### config.mk
export PLATFORM = sky130hd
export DESIGN_NAME = fpmul_rr_arbiter_flat
export DESIGN_NICKNAME = d
export VERILOG_FILES = /design/src/rtl/fpmul_rr_arbiter_if.sv /design/src/rtl/fpmul_rr_arbiter.sv /design/src/flat_wrapper.sv
export SDC_FILE = /design/constraint.sdc
export NUM_CORES = 1
export LEC_CHECK = 0
export ABC_CLOCK_PERIOD_IN_PS = 4200
export CELL_PAD_IN_SITES_DETAIL_PLACEMENT = 0
export CELL_PAD_IN_SITES_GLOBAL_PLACEMENT = 1
export CORE_AREA = 2 2 155 157
export DETAILED_ROUTE_END_ITERATION = 12
export DIE_AREA = 0 0 157 159
export DONT_BUFFER_PORTS = 1
export PLACE_DENSITY_LB_ADDON = 0.1
export SKIP_LAST_GASP = 1
export SYNTH_ARGS = -nofsm -noshare
export SYNTH_HDL_FRONTEND = slang
export SYNTH_SLANG_ARGS = --single-unit
### constraint.sdc
create_clock -name CLK -period 4.2 [get_ports CLK]
set_clock_uncertainty 0.2 [all_clocks]
set_input_delay 0.42 -clock CLK [delete_from_list [all_inputs] [get_ports CLK]]
set_output_delay 0.42 -clock CLK [all_outputs]
set_load 0.005 [all_outputs]
### src/rtl/fpmul_rr_arbiter_if.sv
// Requester, multiplier and response bundle shared between fpmul_rr_arbiter and its environment.
// The arbiter takes the slave modport; the requesters/multiplier side takes master.
interface fpmul_rr_arbiter_if #(
  parameter int unsigned N_REQ = 4
);
  localparam int unsigned DATA_W = 32;

  logic [N_REQ-1:0]        REQ_VALID;
  logic [N_REQ-1:0]        REQ_READY;
  logic [DATA_W*N_REQ-1:0] REQ_A;
  logic [DATA_W*N_REQ-1:0] REQ_B;
  logic [DATA_W-1:0]       MUL_A;
  logic [DATA_W-1:0]       MUL_B;
  logic [DATA_W-1:0]       MUL_Z;
  logic [N_REQ-1:0]        RSP_VALID;
  logic [DATA_W-1:0]       RSP_Z;

  modport slave (
    input  REQ_VALID, REQ_A, REQ_B, MUL_Z,
    output REQ_READY, MUL_A, MUL_B, RSP_VALID, RSP_Z
  );

  modport master (
    output REQ_VALID, REQ_A, REQ_B, MUL_Z,
    input  REQ_READY, MUL_A, MUL_B, RSP_VALID, RSP_Z
  );
endinterface

### src/rtl/fpmul_rr_arbiter.sv
// Round-robin sharing of one free-running pipelined FP multiplier among N_REQ requesters.
// FPMUL_ARB_HOLD_OPERANDS_EN: when defined, idle cycles hold MUL_A/MUL_B instead of zeroing them.
module fpmul_rr_arbiter #(
  parameter int unsigned N_REQ    = 4,
  parameter int unsigned PIPE_LAT = 4,
  parameter int unsigned IDX_W    = 2
) (
  input  logic               CLK,
  input  logic               RST,
  fpmul_rr_arbiter_if.slave  bus
);

  localparam int unsigned DATA_W = 32;
  localparam int unsigned SUM_W  = IDX_W + 1;

  logic [IDX_W-1:0]  r_ptr;
  logic [DATA_W-1:0] r_mul_a;
  logic [DATA_W-1:0] r_mul_b;
  logic              r_iss_vld;
  logic [IDX_W-1:0]  r_iss_idx;
  logic [PIPE_LAT-1:0] r_tag_vld;
  logic [IDX_W-1:0]  r_tag_idx [PIPE_LAT];

  logic              w_gnt_vld;
  logic [IDX_W-1:0]  w_gnt_idx;
  logic [N_REQ-1:0]  w_gnt_oh;
  logic [SUM_W-1:0]  w_scan_sum;
  logic [IDX_W-1:0]  w_scan_idx;
  logic [IDX_W-1:0]  w_ptr_nxt;
  logic [N_REQ-1:0]  w_rsp_vld;
  logic [DATA_W-1:0] w_req_a [N_REQ];
  logic [DATA_W-1:0] w_req_b [N_REQ];

  // Unpack the flat operand buses so the granted slice is a plain array select.
  for (genvar gi = 0; gi < N_REQ; gi++) begin : g_unpack
    assign w_req_a[gi] = bus.REQ_A[gi*DATA_W +: DATA_W];
    assign w_req_b[gi] = bus.REQ_B[gi*DATA_W +: DATA_W];
  end

  // Scan from the pointer with wrap; first valid requester wins.
  always_comb begin
    w_gnt_vld  = 1'b0;
    w_gnt_idx  = '0;
    w_gnt_oh   = '0;
    w_scan_sum = '0;
    w_scan_idx = '0;
    for (int unsigned k = 0; k < N_REQ; k++) begin
      w_scan_sum = SUM_W'(r_ptr) + SUM_W'(k);
      if (w_scan_sum >= SUM_W'(N_REQ)) begin
        w_scan_sum = w_scan_sum - SUM_W'(N_REQ);
      end
      w_scan_idx = w_scan_sum[IDX_W-1:0];
      if (!w_gnt_vld && !RST && bus.REQ_VALID[w_scan_idx]) begin
        w_gnt_vld            = 1'b1;
        w_gnt_idx            = w_scan_idx;
        w_gnt_oh[w_scan_idx] = 1'b1;
      end
    end
  end

  assign w_ptr_nxt = (w_gnt_idx == IDX_W'(N_REQ - 1)) ? '0 : w_gnt_idx + IDX_W'(1);

  // Issue register; the issue tag travels alongside MUL_A/MUL_B into the tag pipe.
  always_ff @(posedge CLK or posedge RST) begin
    if (RST) begin
      r_ptr     <= '0;
      r_mul_a   <= '0;
      r_mul_b   <= '0;
      r_iss_vld <= 1'b0;
      r_iss_idx <= '0;
    end else begin
      r_iss_vld <= w_gnt_vld;
      r_iss_idx <= w_gnt_idx;
      if (w_gnt_vld) begin
        r_ptr   <= w_ptr_nxt;
        r_mul_a <= w_req_a[w_gnt_idx];
        r_mul_b <= w_req_b[w_gnt_idx];
      end else begin
`ifdef FPMUL_ARB_HOLD_OPERANDS_EN
        r_mul_a <= r_mul_a;
        r_mul_b <= r_mul_b;
`else
        r_mul_a <= '0;
        r_mul_b <= '0;
`endif
      end
    end
  end

  // PIPE_LAT tag stages matching the multiplier latency from MUL_A/MUL_B to MUL_Z.
  always_ff @(posedge CLK or posedge RST) begin
    if (RST) begin
      r_tag_vld <= '0;
      for (int unsigned k = 0; k < PIPE_LAT; k++) begin
        r_tag_idx[k] <= '0;
      end
    end else begin
      r_tag_vld[0] <= r_iss_vld;
      r_tag_idx[0] <= r_iss_idx;
      for (int unsigned k = 1; k < PIPE_LAT; k++) begin
        r_tag_vld[k] <= r_tag_vld[k-1];
        r_tag_idx[k] <= r_tag_idx[k-1];
      end
    end
  end

  always_comb begin
    w_rsp_vld = '0;
    if (r_tag_vld[PIPE_LAT-1]) begin
      w_rsp_vld[r_tag_idx[PIPE_LAT-1]] = 1'b1;
    end
  end

  assign bus.REQ_READY = w_gnt_oh;
  assign bus.MUL_A     = r_mul_a;
  assign bus.MUL_B     = r_mul_b;
  assign bus.RSP_VALID = w_rsp_vld;
  assign bus.RSP_Z     = bus.MUL_Z;

endmodule

### src/flat_wrapper.sv
// flat-port wrapper written by rule: the top's interface ports become plain ports
module fpmul_rr_arbiter_flat 
#(
  parameter int unsigned N_REQ    = 4,
  parameter int unsigned PIPE_LAT = 4,
  parameter int unsigned IDX_W    = 2
)
  (CLK, RST, bus_REQ_VALID, bus_REQ_A, bus_REQ_B, bus_MUL_Z, bus_REQ_READY, bus_MUL_A, bus_MUL_B, bus_RSP_VALID, bus_RSP_Z);
  fpmul_rr_arbiter_if #(.N_REQ(N_REQ)) bus_i ();
  input  logic CLK;
  input  logic RST;
  input wire logic [$bits(bus_i.REQ_VALID)-1:0] bus_REQ_VALID;
  input wire logic [$bits(bus_i.REQ_A)-1:0] bus_REQ_A;
  input wire logic [$bits(bus_i.REQ_B)-1:0] bus_REQ_B;
  input wire logic [$bits(bus_i.MUL_Z)-1:0] bus_MUL_Z;
  output wire logic [$bits(bus_i.REQ_READY)-1:0] bus_REQ_READY;
  output wire logic [$bits(bus_i.MUL_A)-1:0] bus_MUL_A;
  output wire logic [$bits(bus_i.MUL_B)-1:0] bus_MUL_B;
  output wire logic [$bits(bus_i.RSP_VALID)-1:0] bus_RSP_VALID;
  output wire logic [$bits(bus_i.RSP_Z)-1:0] bus_RSP_Z;
  assign bus_i.REQ_VALID = bus_REQ_VALID;
  assign bus_i.REQ_A = bus_REQ_A;
  assign bus_i.REQ_B = bus_REQ_B;
  assign bus_i.MUL_Z = bus_MUL_Z;
  assign bus_REQ_READY = bus_i.REQ_READY;
  assign bus_MUL_A = bus_i.MUL_A;
  assign bus_MUL_B = bus_i.MUL_B;
  assign bus_RSP_VALID = bus_i.RSP_VALID;
  assign bus_RSP_Z = bus_i.RSP_Z;
  fpmul_rr_arbiter #(.N_REQ(N_REQ), .PIPE_LAT(PIPE_LAT), .IDX_W(IDX_W)) u_core (.CLK(CLK), .RST(RST), .bus(bus_i));
endmodule
==> metrics.cfg <==
[critical_path]
critPathTopFamily = compound AO/OA/AOI/OAI gates
path_max_fanout = 74
slowest_delay_ns = 0.70
critical_path.startpoint_type = register
crit_path_end_kind = register
crit_type = register to register
cp_num_buf_inv = 2
worstPathRequired_ns = 4.26
worst_path_max_delay_cell = a21o_4
critPathArrivalTime_ns = 3.77
crit_chain = inv_1 -> ha_1 -> or2_2 -> o22a_4 -> o21ai_0 -> a21o_4 -> buf_4 -> a222oi_1 -> o22ai_1

[floorplanning]
dieArea_um2 = 25000
ios = 398
die_h_um = 159
initial_core_util = 0.317
core_area_um2 = 23200
die_w_um = 157
std_cell_rows = 56

[placement]
portBuffers = 0
post_dp_cell_area_um2 = 7260
dp_hpwl_mm = 19.4
gp_congestion = 0.795

[finish]
layout-drive-gt1-share = 0.0627
multi_input_comb_area_um2 = 4120
syn_to_final_growth_pct = 2.89
final_nets = 1059
design_area_um2 = 7570
antenna_cells = 0
final-seq-area_um2 = 2030
mostFrequentLayoutCells = mux2i_1 (132), a222oi_1 (132), inv_1 (130), o21ai_0 (130), dfrtp_1 (81)
nFillCells = 2381

[global_route]
grt_overflow_total = 0
grt_pass1_wl_mm = 43.6
antenna_found_initial = 0
grt_use_total = 0.222
grt_pass1_vias = 6761
grt_max_degree = 75

[synthesis]
async_flop_share = 1.00
yosysTopAreaCell = dfrtp_1
syn_area_per_cell_um2 = 8.55
ys_types = 35
synth_warnings = 0
ys_seq_area_frac = 0.276
synth_area_leaders = dfrtp_1 (28%), a222oi_1 (18%), mux2i_1 (18%)
synth_fp_nets = 1158
synth.top_cell.area_share = 0.276
synth_seq_cells = 81
synth_edf_count = 0
synth_area_um2 = 7360
netlist_instances = 860
synth-main-ff-cell = dfrtp_1

[power]
p_switching_w = 0.00332
pwr-share-comb = 0.663
p_leak_nw = 3.95
powerDensity_nw_per_um2 = 873
vdd_ir_drop_max_uv = 621
p_clk_frac = 0.127
switching_share = 0.503
p_int_w = 0.00329
seqPwrFrac = 0.211

[drt]
num_vias = 7228
vias_per_cell = 6.66
detail_route.wl_per_cell_um = 27.0
first_pass_iters = 13
ant_nets = 0
drc = 0
dr.first_iter.drc_count = 1307
wirelength_mm = 29.3

[timing]
drv_slew = 0
worst_pin_slew_ns = 0.873
rsz0062_at_grt = false
finalSetupViolations = 0
tns_ns = 0
hold_viol = 0
layout_min_cycle_time_ns = 3.72
fmax_mhz = 269
final.period_utilization = 0.885
relSlewSlack = 0.418

[clock_tree]
cts_buffers = 9
clock_latency_ns = 0.34
root_buffer = clkbuf_16
cts_tree = yes
postCtsSetupBuffers = 0
clk_pin_slew_worst_paths_ns = 0.06
clockBufferDepth = 2
htree_levels = 3
cts.sinks = 81

[min_path]
hold_class = input pin to register

[job]
cap_violations = 0

[outcome]
run_status = completed

-- stage by stage --
step	utilization	hold slack [ns]	total power, W	std cells	setup slack, ns
finish	0.326	0.0931	0.00661	1085	0.483
global route	0.326	0.0905	0.00708	1085	0.241
CTS	0.326	0.0761	0.00664	1085	0.521
detailed placement	0.313	0.137	0.00577	1068	0.537
global placement	0.313	0.134	0.00564	1068	0.755
floorplan	-	0.131	0.00476	860	0.262
-- worst paths after layout --
| check | from | end | slack (ns) | cells after the start |
|---|---|---|---|---|
| worst max-delay path | u_core.r_ptr[1] | u_core.bus.MUL_A[29] | 0.48 | 9 |
| worst min-delay path | bus_REQ_B[62] | u_core.bus.MUL_B[30] | 0.09 | 2 |
| worst max register to register | u_core.r_ptr[1] | u_core.bus.MUL_A[29] | 0.48 | 9 |
| worst min register to register | u_core.r_tag_idx[2] | u_core.r_tag_idx[0] | 0.15 | 0 |
| max in group asynchronous | RST | u_core.bus.MUL_A[7] | 2.20 | 4 |
| min in group asynchronous | RST | u_core.bus.MUL_A[3] | 0.55 | 3 |
-- cells in the mapped netlist, drive strengths merged, types with 3 or more instances --
cell type and count:
inv 132, nand2 12, o21ai 130, buf 86, nor2 7, o22ai 66, ha 4, a222oi 132
mux2i 132, nand3 5, clkbuf 46, or3 3, dfrtp 81, nor3b 3
-- final cells by class --
| class | instances | area share |
|---|---|---|
| clock buffer | 11 | 0.0321 |
| clock inverter | 5 | 0.00727 |
| inverter | 132 | 0.0661 |
| multi-input combinational | 515 | 0.544 |
| sequential | 81 | 0.268 |
| tap | 319 | 0.0527 |
| timing repair buffer | 22 | 0.0304 |
-- registers in the layout, indices dropped and copies added (netlist names) --
| signal | flops |
|---|---|
| u_core.r_iss_vld | 1 |
| u_core.r_iss_idx | 2 |
| u_core.bus.MUL_A | 32 |
| u_core.r_tag_vld | 4 |
| u_core.r_tag_idx | 8 |
| u_core.bus.MUL_B | 32 |
| u_core.r_ptr | 2 |
-- logic make-up (layout without fill, tap and decap cells) --
kind of cell               after synthesis  after routing  share of synthesized area
DFF                                     81             81                      0.276
buffers and inverters                  264            170                      0.169
adders and majority gates                4              4                    0.00680
muxes                                  135            135                      0.186
and+or+nand+nor                         37             37                     0.0260
AOI/OAI and AO/OA                      339            339                      0.337
-- metal layers --
layer  GRT usage  wire (µm)  up-vias
met5           0          0        -
met4      0.0780        843        0
met3      0.0765       3600       61
met2       0.359      14100      452
met1       0.274      10800     3615
li1            -          -     3100
-- what timing repair did --
item / 4_1_cts / 5_1_grt
resized for setup: 0 / 0
hold buffers: 1 / 0
hold endpoints to repair: 45 / 0
-- power by group through the flow --
stage	Clock [W]	Combinational, W	Sequential [W]
after detailed placement	0	0.00435	0.00141
after global placement	0	0.00422	0.00142
after global routing	0.000899	0.00476	0.00143
after CTS	0.000871	0.00437	0.00140
after floorplan	0	0.00347	0.00129
final	0.000837	0.00438	0.00139
(Power assumes the default switching activity.)
